$ cat src/rtl/mole_game_ctrl.sv
// Whack-a-mole game controller: picks the mole hole from an LFSR, times the
// up/gap phases, scores hits, handles pause and drives the display stage.
module mole_game_ctrl #(
  parameter int unsigned UP_CYCLES  = 50_000_000,
  parameter int unsigned GAP_CYCLES = 12_500_000,
  parameter logic [7:0]  LFSR_SEED  = 8'hA5
) (
  input  logic       clk,
  input  logic       rst,
  input  logic       start_btn,
  input  logic       pause_btn,
  input  logic [4:0] hit_btn,
  input  logic       timer_done,
  output logic [2:0] oval_select,
  output logic [3:0] score,
  output logic       enable,
  output logic       pause,
  output logic       timer_clear,
  output logic       game_over
);

  typedef enum logic [2:0] {IDLE, SPAWN, UP, GAP, PAUSED, OVER} state_t;

  localparam logic [26:0] UP_LOAD  = 27'(UP_CYCLES - 1);
  localparam logic [26:0] GAP_LOAD = 27'(GAP_CYCLES - 1);

  state_t      state, state_nxt, resume_state, resume_nxt;
  logic [26:0] cnt, cnt_nxt;
  logic [7:0]  lfsr;
  logic [2:0]  prev_hole, prev_nxt, oval_nxt, cand, spawn_hole;
  logic [3:0]  score_nxt;
  logic        clear_nxt, enable_nxt, pause_nxt, over_nxt;
  logic        start_q, pause_q;
  logic [4:0]  hit_q, hit_edge, hole_mask;
  logic        start_edge, pause_edge, correct_hit;

  assign start_edge  = start_btn & ~start_q;
  assign pause_edge  = pause_btn & ~pause_q;
  assign hit_edge    = hit_btn & ~hit_q;
  assign correct_hit = |(hit_edge & hole_mask);

  // Candidate hole is remapped to the next one if it repeats the last spawn.
  assign cand       = 3'(lfsr % 8'd5) + 3'd1;
  assign spawn_hole = (cand != prev_hole) ? cand :
                      (cand == 3'd5)      ? 3'd1 : cand + 3'd1;

  always_comb begin
    case (oval_select)
      3'd1:    hole_mask = 5'b00001;
      3'd2:    hole_mask = 5'b00010;
      3'd3:    hole_mask = 5'b00100;
      3'd4:    hole_mask = 5'b01000;
      3'd5:    hole_mask = 5'b10000;
      default: hole_mask = 5'b00000;
    endcase
  end

  // NOTE: sequential state uses non-blocking assignments so every flop samples
  // pre-edge values regardless of statement order.
  always_ff @(posedge clk or negedge rst) begin
    if (!rst) begin
      state        <= IDLE;
      resume_state <= IDLE;
      cnt          <= '0;
      lfsr         <= LFSR_SEED;
      prev_hole    <= '0;
      oval_select  <= '0;
      score        <= '0;
      enable       <= 1'b0;
      pause        <= 1'b0;
      timer_clear  <= 1'b0;
      game_over    <= 1'b0;
      start_q      <= 1'b0;
      pause_q      <= 1'b0;
      hit_q        <= '0;
    end else begin
      state        <= state_nxt;
      resume_state <= resume_nxt;
      cnt          <= cnt_nxt;
      lfsr         <= {lfsr[6:0], lfsr[7] ^ lfsr[5] ^ lfsr[4] ^ lfsr[3]};
      prev_hole    <= prev_nxt;
      oval_select  <= oval_nxt;
      score        <= score_nxt;
      enable       <= enable_nxt;
      pause        <= pause_nxt;
      timer_clear  <= clear_nxt;
      game_over    <= over_nxt;
      start_q      <= start_btn;
      pause_q      <= pause_btn;
      hit_q        <= hit_btn;
    end
  end

  // NOTE: every signal driven here gets a default first so no latch is inferred.
  always_comb begin
    state_nxt  = state;
    resume_nxt = resume_state;
    cnt_nxt    = cnt;
    oval_nxt   = oval_select;
    prev_nxt   = prev_hole;
    score_nxt  = score;
    clear_nxt  = 1'b0;
    case (state)
      IDLE, OVER: begin
        if (start_edge) begin
          score_nxt = '0;
          clear_nxt = 1'b1;
          state_nxt = SPAWN;
        end
      end
      SPAWN: begin
        oval_nxt  = spawn_hole;
        prev_nxt  = spawn_hole;
        cnt_nxt   = UP_LOAD;
        state_nxt = UP;
      end
      UP: begin
        if (timer_done) begin
          oval_nxt  = '0;
          state_nxt = OVER;
        end else if (pause_edge) begin
          resume_nxt = UP;
          state_nxt  = PAUSED;
        end else if (correct_hit || cnt == '0) begin
          if (correct_hit && score != 4'd15) score_nxt = score + 4'd1;
          oval_nxt  = '0;
          cnt_nxt   = GAP_LOAD;
          state_nxt = GAP;
        end else begin
          cnt_nxt = cnt - 27'd1;
        end
      end
      GAP: begin
        if (timer_done) begin
          state_nxt = OVER;
        end else if (pause_edge) begin
          resume_nxt = GAP;
          state_nxt  = PAUSED;
        end else if (cnt == '0) begin
          state_nxt = SPAWN;
        end else begin
          cnt_nxt = cnt - 27'd1;
        end
      end
      PAUSED: begin
        if (timer_done) begin
          oval_nxt  = '0;
          state_nxt = OVER;
        end else if (pause_edge) begin
          state_nxt = resume_state;
        end
      end
      default: state_nxt = IDLE;
    endcase
  end

  // Status outputs are decoded from the next state so they register with it.
  always_comb begin
    enable_nxt = 1'b0;
    pause_nxt  = 1'b0;
    over_nxt   = 1'b0;
    case (state_nxt)
      SPAWN, UP, GAP: enable_nxt = 1'b1;
      PAUSED: begin
        enable_nxt = 1'b1;
        pause_nxt  = 1'b1;
      end
      OVER:    over_nxt = 1'b1;
      default: ;
    endcase
  end

endmodule

$ cat config.mk
export PLATFORM = sky130hd
export DESIGN_NAME = mole_game_ctrl
export DESIGN_NICKNAME = d
export VERILOG_FILES = /design/src/rtl/mole_game_ctrl.sv
export SDC_FILE = /design/constraint.sdc
export NUM_CORES = 1
export LEC_CHECK = 0
export ABC_CLOCK_PERIOD_IN_PS = 13100
export CAP_MARGIN = 10
export CORE_ASPECT_RATIO = 1.75
export CORE_MARGIN = 2
export CORE_UTILIZATION = 40
export CTS_BUF_LIST = sky130_fd_sc_hd__clkbuf_4 sky130_fd_sc_hd__clkbuf_8
export CTS_CLUSTER_DIAMETER = 80
export DETAILED_ROUTE_END_ITERATION = 12
export DONT_BUFFER_PORTS = 1
export PLACE_DENSITY_LB_ADDON = 0.3
export SLEW_MARGIN = 20
export SYNTH_ARGS = -nofsm -noshare
export SYNTH_HDL_FRONTEND = slang
export SYNTH_SLANG_ARGS = --single-unit
export TNS_END_PERCENT = 20
$ cat constraint.sdc
create_clock -name clk -period 13.1 [get_ports clk]
set_input_delay 1.965 -clock clk [delete_from_list [all_inputs] [get_ports clk]]
set_output_delay 1.965 -clock clk [all_outputs]
set_load 0.05 [all_outputs]
==> results_dict.tcl <==
set metrics [dict create \
    status "completed" \
    antenna_found_initial 0 \
    clkPwrFrac 0.257 \
    critical_path_class "reg -> reg" \
    insertion_delay_ps 360 \
    port_buffers 0 \
    vias 3270 \
    worstSetupStartpointType "flop" \
    final_cell_mix "dfrtp_1 (57), nand2_1 (45), nor2_1 (41)" \
    initial_core_util 0.4136 \
    synth_compound_area_frac 0.1875 \
    grt_overflow 0 \
    crit_top_cell "ha_1" \
    drv_slew 0 \
    core_mm2 0.009468 \
    cap_violations 0 \
    synth_edf_count 0 \
    timing.fmax_mhz 171.6 \
    ys_types 73 \
    setup_viol 0 \
    groute.usage.overall 0.1905 \
    drc 0 \
    post_synth.cell_area_avg_um2 8.982 \
    critPathRequiredTime_ps 13330 \
    synth-simple-area-share 0.2661 \
    synth-seq-cells 61 \
    worstMarginPinSlew_ps 881.8 \
    drive_gt1_frac 0.08904 \
    worstPathMaxFanout 17 \
    utilization 0.4376 \
    die_area_mm2 0.01063 \
    fill_cells 918 \
    syn_nets 456 \
    setup_tns_ps 0 \
    grt_pass1_wl_um 15610 \
    clockRootBuffer "clkbuf_8" \
    grt_start_max_net_pins 62 \
    post_cts_resized 0 \
    path_cells "nand2b_1 > xnor2_1 > o311ai_1 > a211o_1 > inv_1 > ha_1 > a2111oi_0 > nor2_1 > nor2_1 > xnor2_1 > ha_1 > nand2_1 > a222oi_1 > mux2i_1 > inv_1 > ha_1 > xor2_1 > nand4b_1 > or4_1 > o2111ai_1 > o21ai_0" \
    switching_share 0.4153 \
    hpwl_um 6782 \
    crit_buf_inv 2 \
    cts_inserted_buffers 9 \
    hp-class "reg -> reg" \
    fin_crit_sh 0.4449 \
    hold_buffers 0 \
    viasPerCell 5.839 \
    cp_slowest_stage_delay_ps 730 \
    path_clk_slew_ps 70 \
    syn_to_final_growth_pct 5.783 \
    ir_drop_uv 94.52 \
    drt_first_pass_iters 4 \
    drt-total-wl_um 9323 \
    place.gp.congestion 0.8706 \
    power_frac_seq 0.493 \
    antenna_cells 0 \
    muxShareOfSynthArea 0.01374 \
    synthFlopType "dfrtp_1" \
    critPathArrivalTime_ps 6060 \
    mappedNetlistArea_mm2 0.003916 \
    grt_pass1_vias 3245 \
    crit_slowest_cell "dfstp_2" \
    yosys_warnings 0 \
    detail-route-antenna-nets 0 \
    finalPower_uw 583.3 \
    rsz0062_at_grt "false" \
    cts.path.max_buffers 2 \
    timing.final.crit_period_ps 5828 \
    switchingPower_uw 242.3 \
    powerDensity_mw_per_mm2 140.8 \
    syn_inst 436 \
    htreeDepth 3 \
    slew_headroom 0.4067 \
    hold_viol 0 \
    synth_top_family_by_area "simple AND/OR/NAND/NOR gates" \
    rows 47 \
    synth_xor_area_frac 0.06358 \
    die_h_um 134.9 \
    comb_power_share 0.250 \
    drt_iter0_markers 166 \
    cts_sinks 61 \
    routedWlPerCell_um 16.65 \
    worst_path_dominant_cell_family "compound AO/OA/AOI/OAI gates" \
    fin_worst_skew_ps 9.953 \
    p_int_uw 341.1 \
    yosysSeqAreaShare 0.3911 \
    ios 21 \
    dieWidth_um 78.80 \
    synth_fa_ha_area_frac 0.03195 \
    layout_commonest_cell "dfrtp_1" \
    nets 453 \
    p_leak_nw 1.590 \
    postCtsSetupRepairBufs 0 \
    critPathCaptureType "flop" \
    async_reset_ff_frac 1.000 \
    cts_tree "built" \
]
## sequential cells by signal, indices dropped and copies added, names as in the netlist
name / cells
timer_clear: 1
score: 4
game_over: 1
pause: 1
hit_q: 5
resume_state: 2
prev_hole: 3
pause_q: 1
state: 3
start_q: 1
lfsr: 8
cnt: 27
enable: 1
oval_select: 3
## kinds of logic after synthesis
group,after synthesis
XOR/XNOR,26
flip-flops,61
buffers and inverters,34
adder cells (fa/ha/maj),10
AND/OR/NAND/NOR,201
multiplexers,5
AO/OA/AOI/OAI,99
## cell type report
cell class | instances | area (um^2) | area share
repair buffers | 1 | 7.507 | 0.001812
clock buffers | 9 | 123.9 | 0.02990
flip-flops and latches | 61 | 1531 | 0.3697
inverters | 19 | 71.32 | 0.01722
well taps | 122 | 152.6 | 0.03685
multi-input cells | 341 | 2205 | 0.5322
clock inverters | 7 | 51.30 | 0.01238
## path summary, 6_finish.rpt
kind | start | to | slack (ps) | cells past startpoint
max in group asynchronous | rst | lfsr[0] | 11590 | 0
hold reg to reg | lfsr[1] | lfsr[2] | 470 | 0
setup reg to reg | lfsr[5] | prev_hole[0] | 7270 | 21
hold / removal | lfsr[1] | lfsr[2] | 470 | 0
min in group asynchronous | rst | resume_state[1] | 1300 | 0
setup / recovery | lfsr[5] | prev_hole[0] | 7270 | 21
## power groups by stage
stage	combinational [mW]	sequential, mW	clock [mW]
3_5_place_dp	0.146	0.292	0
6_report	0.146	0.288	0.150
4_1_cts	0.147	0.288	0.157
5_1_grt	0.164	0.293	0.164
3_3_place_gp	0.143	0.290	0
2_1_floorplan	0.119	0.274	0
## per-stage QoR
stage,hold slack (ps),std cells,setup WS (ps),instance area [um^2]
2_1_floorplan,400.7,436,8167,3916
3_3_place_gp,456.9,544,7613,3968
3_5_place_dp,453.1,544,7320,3968
4_1_cts,465.8,560,7318,4143
5_1_grt,494.5,560,6806,4143
6_report,466.4,560,7272,4143
## synth_stat cells, types with 3 or more instances
library cell | instances | area [um^2]
a211oi_1 | 4 | 30.03
a21oi_1 | 20 | 100.1
a22oi_1 | 4 | 30.03
a31oi_1 | 5 | 31.28
and2_1 | 3 | 18.77
and3_1 | 7 | 43.79
buf_6 | 6 | 67.56
clkbuf_1 | 7 | 26.28
dfrtp_1 | 57 | 1426
dfstp_2 | 4 | 105.1
ha_1 | 10 | 125.1
inv_1 | 19 | 71.32
nand2_1 | 45 | 168.9
nand2b_1 | 13 | 81.33
nand3_1 | 16 | 80.08
nand3b_1 | 3 | 22.52
nand4_1 | 8 | 50.05
nor2_1 | 41 | 153.9
nor2b_1 | 6 | 37.54
nor3_1 | 20 | 100.1
nor3b_1 | 5 | 37.54
nor4_1 | 6 | 37.54
o21ai_0 | 23 | 115.1
o311ai_1 | 3 | 26.28
or3_1 | 10 | 62.56
or4_1 | 5 | 37.54
xnor2_1 | 14 | 122.6
xor2_1 | 10 | 87.58
## layer usage
metal  track usage  part of all wire  vias to the layer above
met4        0.1111             0.024                        0
li1              -                 -                     1587
met1        0.2046              0.40                     1596
met3       0.04078             0.033                       16
met5             0                 0                        -
met2        0.3381              0.54                       71
No activity file was read; power rests on OpenSTA's default activity.
